--- src/rtl/radix2_bfly_pipe.sv ---
// Three-stage pipelined radix-2 butterfly (standard / modified / inverse) with valid/ready backpressure.
// Define RADIX2_BFLY_SAT_EN to saturate every reduction to bit_width and drive the sticky ovf_flag.
module radix2_bfly_pipe #(
    parameter int bit_width      = 16,
    parameter int word_length_tw = 8
) (
    input  logic                      clk,
    input  logic                      rst,
    input  logic                      in_valid,
    output logic                      in_ready,
    input  logic [1:0]                mode,
    input  logic                      scale_en,
    input  logic [word_length_tw-1:0] cos_data,
    input  logic [word_length_tw-1:0] sin_data,
    input  logic [word_length_tw-1:0] cos_data2,
    input  logic [word_length_tw-1:0] sin_data2,
    input  logic [bit_width-1:0]      Re_i1,
    input  logic [bit_width-1:0]      Im_i1,
    input  logic [bit_width-1:0]      Re_i2,
    input  logic [bit_width-1:0]      Im_i2,
    output logic [bit_width-1:0]      Re_o1,
    output logic [bit_width-1:0]      Im_o1,
    output logic [bit_width-1:0]      Re_o2,
    output logic [bit_width-1:0]      Im_o2,
    output logic                      out_valid,
    input  logic                      out_ready,
    output logic                      ovf_flag
);

    localparam int PW = bit_width + word_length_tw + 1;
    localparam int SH = word_length_tw - 2;
    localparam logic signed [PW-1:0] RND = PW'(2 ** (word_length_tw - 3));
`ifdef RADIX2_BFLY_SAT_EN
    localparam logic signed [PW-1:0] MAXV = PW'(2 ** (bit_width - 1) - 1);
    localparam logic signed [PW-1:0] MINV = -MAXV - PW'(1);
`endif

    // Returns {sat, value}; sat is constant 0 when saturation is compiled out.
    function automatic logic [bit_width:0] reduce(input logic signed [PW-1:0] v);
`ifdef RADIX2_BFLY_SAT_EN
        if (v > MAXV) return {1'b1, MAXV[bit_width-1:0]};
        if (v < MINV) return {1'b1, MINV[bit_width-1:0]};
`endif
        return {1'b0, v[bit_width-1:0]};
    endfunction

    function automatic logic [2*bit_width:0] cmul(
        input logic signed [bit_width-1:0]    xr,
        input logic signed [bit_width-1:0]    xi,
        input logic signed [word_length_tw:0] c,
        input logic signed [word_length_tw:0] s
    );
        logic signed [PW-1:0] xre, xie, ce, se;
        logic [bit_width:0]   rr, ri;
        xre = xr;
        xie = xi;
        ce  = c;
        se  = s;
        rr  = reduce((xre * ce - xie * se + RND) >>> SH);
        ri  = reduce((xie * ce + xre * se + RND) >>> SH);
        return {rr[bit_width] | ri[bit_width], rr[bit_width-1:0], ri[bit_width-1:0]};
    endfunction

    function automatic logic [bit_width:0] finish_sum(
        input logic signed [bit_width:0] sum,
        input logic                      scale
    );
        logic signed [PW-1:0] wide;
        if (scale) return {1'b0, sum[bit_width:1]};
        wide = sum;
        return reduce(wide);
    endfunction

    logic                          advance;
    logic                          s1_valid, s1_mod, s1_scale;
    logic [word_length_tw-1:0]     s1_c2, s1_s2;
    logic signed [bit_width-1:0]   s1_ar, s1_ai, s1_tr, s1_ti;
    logic                          s2_valid, s2_mod, s2_scale;
    logic signed [bit_width-1:0]   s2_ar, s2_ai, s2_tr, s2_ti, s2_ur, s2_ui;
    logic                          ovf_q;

    logic signed [word_length_tw:0] sin1_x, sin1_e;
    logic [2*bit_width:0]           mul1, mul2;
    logic signed [bit_width:0]      sum1r, sum1i, sum2r, sum2i;
    logic [bit_width:0]             o1r, o1i, o2r, o2i;
    logic                           add_sat;

    assign advance  = ~out_valid | out_ready;
    assign in_ready = advance;
    assign ovf_flag = ovf_q;

    always_comb begin
        sin1_x  = {sin_data[word_length_tw-1], sin_data};
        sin1_e  = (mode == 2'b10) ? -sin1_x : sin1_x;
        mul1    = cmul(Re_i2, Im_i2, {cos_data[word_length_tw-1], cos_data}, sin1_e);
        mul2    = cmul(s1_tr, s1_ti, {s1_c2[word_length_tw-1], s1_c2},
                       {s1_s2[word_length_tw-1], s1_s2});
        sum1r   = s2_ar + s2_tr;
        sum1i   = s2_ai + s2_ti;
        sum2r   = s2_mod ? s2_ar + s2_ur : s2_ar - s2_tr;
        sum2i   = s2_mod ? s2_ai + s2_ui : s2_ai - s2_ti;
        o1r     = finish_sum(sum1r, s2_scale);
        o1i     = finish_sum(sum1i, s2_scale);
        o2r     = finish_sum(sum2r, s2_scale);
        o2i     = finish_sum(sum2i, s2_scale);
        add_sat = o1r[bit_width] | o1i[bit_width] | o2r[bit_width] | o2i[bit_width];
    end

    // A single enable freezes the whole pipe, so bubbles keep their slots.
    always_ff @(posedge clk) begin
        if (rst) begin
            s1_valid  <= 1'b0;
            s1_mod    <= 1'b0;
            s1_scale  <= 1'b0;
            s1_c2     <= '0;
            s1_s2     <= '0;
            s1_ar     <= '0;
            s1_ai     <= '0;
            s1_tr     <= '0;
            s1_ti     <= '0;
            s2_valid  <= 1'b0;
            s2_mod    <= 1'b0;
            s2_scale  <= 1'b0;
            s2_ar     <= '0;
            s2_ai     <= '0;
            s2_tr     <= '0;
            s2_ti     <= '0;
            s2_ur     <= '0;
            s2_ui     <= '0;
            out_valid <= 1'b0;
            Re_o1     <= '0;
            Im_o1     <= '0;
            Re_o2     <= '0;
            Im_o2     <= '0;
            ovf_q     <= 1'b0;
        end else if (advance) begin
            s1_valid  <= in_valid;
            s1_mod    <= (mode == 2'b01);
            s1_scale  <= scale_en;
            s1_c2     <= cos_data2;
            s1_s2     <= sin_data2;
            s1_ar     <= Re_i1;
            s1_ai     <= Im_i1;
            s1_tr     <= mul1[2*bit_width-1:bit_width];
            s1_ti     <= mul1[bit_width-1:0];
            s2_valid  <= s1_valid;
            s2_mod    <= s1_mod;
            s2_scale  <= s1_scale;
            s2_ar     <= s1_ar;
            s2_ai     <= s1_ai;
            s2_tr     <= s1_tr;
            s2_ti     <= s1_ti;
            s2_ur     <= s1_mod ? mul2[2*bit_width-1:bit_width] : s1_tr;
            s2_ui     <= s1_mod ? mul2[bit_width-1:0] : s1_ti;
            out_valid <= s2_valid;
            Re_o1     <= o1r[bit_width-1:0];
            Im_o1     <= o1i[bit_width-1:0];
            Re_o2     <= o2r[bit_width-1:0];
            Im_o2     <= o2i[bit_width-1:0];
            ovf_q     <= ovf_q | (in_valid & mul1[2*bit_width])
                               | (s1_valid & s1_mod & mul2[2*bit_width])
                               | (s2_valid & add_sat);
        end
    end

endmodule

--- config.mk ---
export PLATFORM = sky130hd
export DESIGN_NAME = radix2_bfly_pipe
export DESIGN_NICKNAME = d
export VERILOG_FILES = /design/src/rtl/radix2_bfly_pipe.sv
export SDC_FILE = /design/constraint.sdc
export NUM_CORES = 2
export LEC_CHECK = 0
export BUFFER_PORTS_ARGS = -buffer_cell sky130_fd_sc_hd__buf_2
export CAP_MARGIN = 20
export CORE_MARGIN = 3
export CORE_UTILIZATION = 60
export DETAILED_ROUTE_END_ITERATION = 10
export HOLD_SLACK_MARGIN = 0.12
export PLACE_DENSITY = 0.78
export SYNTH_ARGS = -nofsm -noshare
export SYNTH_HDL_FRONTEND = slang
export SYNTH_SLANG_ARGS = --single-unit
--- constraint.sdc ---
create_clock -name clk -period 11.8 [get_ports clk]
set_input_delay 1.77 -clock clk [delete_from_list [all_inputs] [get_ports clk]]
set_output_delay 1.77 -clock clk [all_outputs]
set_load 0.05 [all_outputs]
==> out/results.ini <==
[status]
status=finished, final reports clean

[clock_network]
clock_latency_ns=0.57
numClockSinks=247
cts-root-buf=clkbuf_16
cts_resized=0
htree_levels=1
cts.hold.buffers_added=0
cts_buffers=26
path_clk_slew_ns=0.06
cts_buffer_depth=3
cts_tree=done
cts_setup_buffers=0

[floorplan]
design.core.area_um2=76500
die_h_um=285
die_width_um=285
rows=101
dieArea_um2=81100
initial_core_util=0.610
ios=170

[global_route]
grt_pass1_vias=38700
grt.total_usage=0.306
antenna_found_initial=0
grt_pass1_wl_um=200000
gr-total-overflow=0
grt_max_degree=132

[timing]
rsz0062_at_grt=no
finalClockSkew_ns=0.0353
fin_setup_tns_ns=0
fin_ws_ns=2.69
period_share=0.772
max-slew-margin-rel=0.354
period_minus_slack_ns=9.11
setup-violations-final=0
holdWs_ns=0.452
hold_viol=0
fmax_mhz=110
drv_slew=0
tightest_slew_ns=0.968

[synthesis]
synth_most_common_cell=inv_1
ys_ff_latch=247
synth_top_cell_by_area=fa_1
async_flop_share=0
postSynthAreaPerCell_um2=8.59
ys_seq_area_frac=0.106
yosysWarnings=0
netlist_area_um2=46600
ys_top_cells_by_count=inv_1, fa_1, nand2_1, and2_1, ha_1
synth.distinct_cells=76
synth_top_area_frac=0.396
synth_edf_count=0
synth.area.top_cells=fa_1, dfxtp_1, ha_1
syn_inst=5430
ys.flop_type=dfxtp_1
syn-num-nets=6792

[place]
dp.final_hpwl_um=92200
globalplace.congestion=0.951
numPortBuffers=168
dpl_worst_slack_ns=2.21

[routing]
wl_met1_um=45200
wl_per_cell_um=18.8
route.met2.wl_um=60500
via_count=36500
drc=0
drt_wl_total_um=121000
vias_per_cell=5.67
top_layer=met4
initialDrtViolationCount=2320
ant_nets=0
drt_pre_antenna_iters=5
wl_met3_um=9650

[worst_setup_path]
crit_type=input pin to flip-flop
path_max_fanout=35
start_kind=input pin
cp_data_arrival_time_ns=9.54
required_ns=12.24
endpoint_kind=flip-flop
r2r_cells=21

[finish]
area.growth.synth_to_final_pct=5.19
layout-drive-gt1-share=0.0590
diodes=0
layout.nets=6748

[flow_run]
maxCapViolations=0

[hold_path]
hp-class=flip-flop to flip-flop
holdPathStages=2

worst max-delay path, stage by stage:
cell and delay [ns]:
buf_2 0.58, inv_1 0.11, ha_1 0.24, nor2_1 0.18, xor2_2 0.75, buf_4 0.38
nand2_1 0.11, fa_1 0.51, inv_1 0.06, fa_1 0.48, fa_1 0.56, fa_1 0.43
fa_1 0.49, inv_1 0.05, fa_1 0.49, inv_1 0.05, ha_1 0.33, a21o_1 0.20
a21o_1 0.20, nor4_1 0.28, a21oi_1 0.16, a21o_1 0.25, a21oi_1 0.22, nor2b_1 0.08
or3_1 0.31, a32o_1 0.25
metrics by stage:
stage	instances	area (µm²)	util
after floorplan	5430	46600	-
after global placement	6387	48200	0.630
after detailed placement	6387	48200	0.630
after CTS	6432	49000	0.641
after global routing	6433	49100	0.642
final	6433	49100	0.642
routing by layer:
| metal | up-vias | global-route usage |
|---|---|---|
| li1 | 16300 | - |
| met3 | 362 | 0.0455 |
| met4 | 0 | 0.135 |
| met5 | - | 0 |
| met1 | 18300 | 0.377 |
| met2 | 1506 | 0.536 |
kinds of logic (layout without fill, tap and decap cells):
logic type | count (synthesis) | after routing | synth area share
flops | 247 | 247 | 0.106
buf+inv | 1320 | 1293 | 0.107
xor+xnor | 218 | 218 | 0.0414
compound gates | 623 | 623 | 0.0801
mux | 30 | 30 | 0.00652
other cells | 1 | 1 | 0.0000804
fa+ha+maj | 1259 | 1259 | 0.486
simple gates | 1732 | 1732 | 0.173
registers in the layout (all words and copies together) (netlist names), 8 cells and up:
name	count
s2_ti	16
s1_c2	8
Re_o2	16
s1_ti	16
Re_o1	16
s2_ur	16
s2_ar	16
s1_ar	16
Im_o2	16
s2_ui	16
s2_ai	16
Im_o1	16
s1_s2	8
s2_tr	16
s1_tr	16
s1_ai	16
final cells by class:
| cell class | count | area [µm²] |
|---|---|---|
| sequential | 247 | 4950 |
| tap | 1030 | 1290 |
| clock buffer | 33 | 728 |
| multi-input combinational | 3863 | 36800 |
| clock inverter | 12 | 140 |
| timing repair buffer | 235 | 1360 |
| inverter | 1013 | 3810 |
| fill | 6378 | 27400 |
cells in the final DEF, fill, tap and decap left out, types with 8 or more instances in the layout:
cell and instances:
inv_1 1008, fa_1 923, nand2_1 893, and2_1 393, ha_1 336, a21oi_1 277
dfxtp_1 243, nor2_1 196, buf_2 167, xnor2_1 142, o21ai_0 121, nand2b_1 81
xor2_1 68, buf_4 66, a211oi_1 56, nor3_1 41, nand3_1 27, mux2i_1 27
clkbuf_16 27, a21o_1 26, o21a_1 21, nor2b_1 19, or3_1 18, o31ai_1 17
or2_2 17, a31oi_1 14, nor4_1 12, o211ai_1 11, and3_1 11, nand4_1 9
a22o_1 8
worst paths after layout:
path | start | to | slack (ns)
setup / recovery | sin_data[0] | s1_ti[11]$_SDFFE_PP0P_ | 2.69
hold / removal | s1_scale$_SDFFE_PP0P_ | s2_scale$_SDFFE_PP0P_ | 0.45
setup reg to reg | s1_s2[5]$_SDFFE_PP0P_ | s2_ui[13]$_SDFFE_PP0P_ | 4.31
hold reg to reg | s1_scale$_SDFFE_PP0P_ | s2_scale$_SDFFE_PP0P_ | 0.45
Power is not shown: default switching activity piles up to over one toggle a cycle in this logic, so the estimate is an artifact.
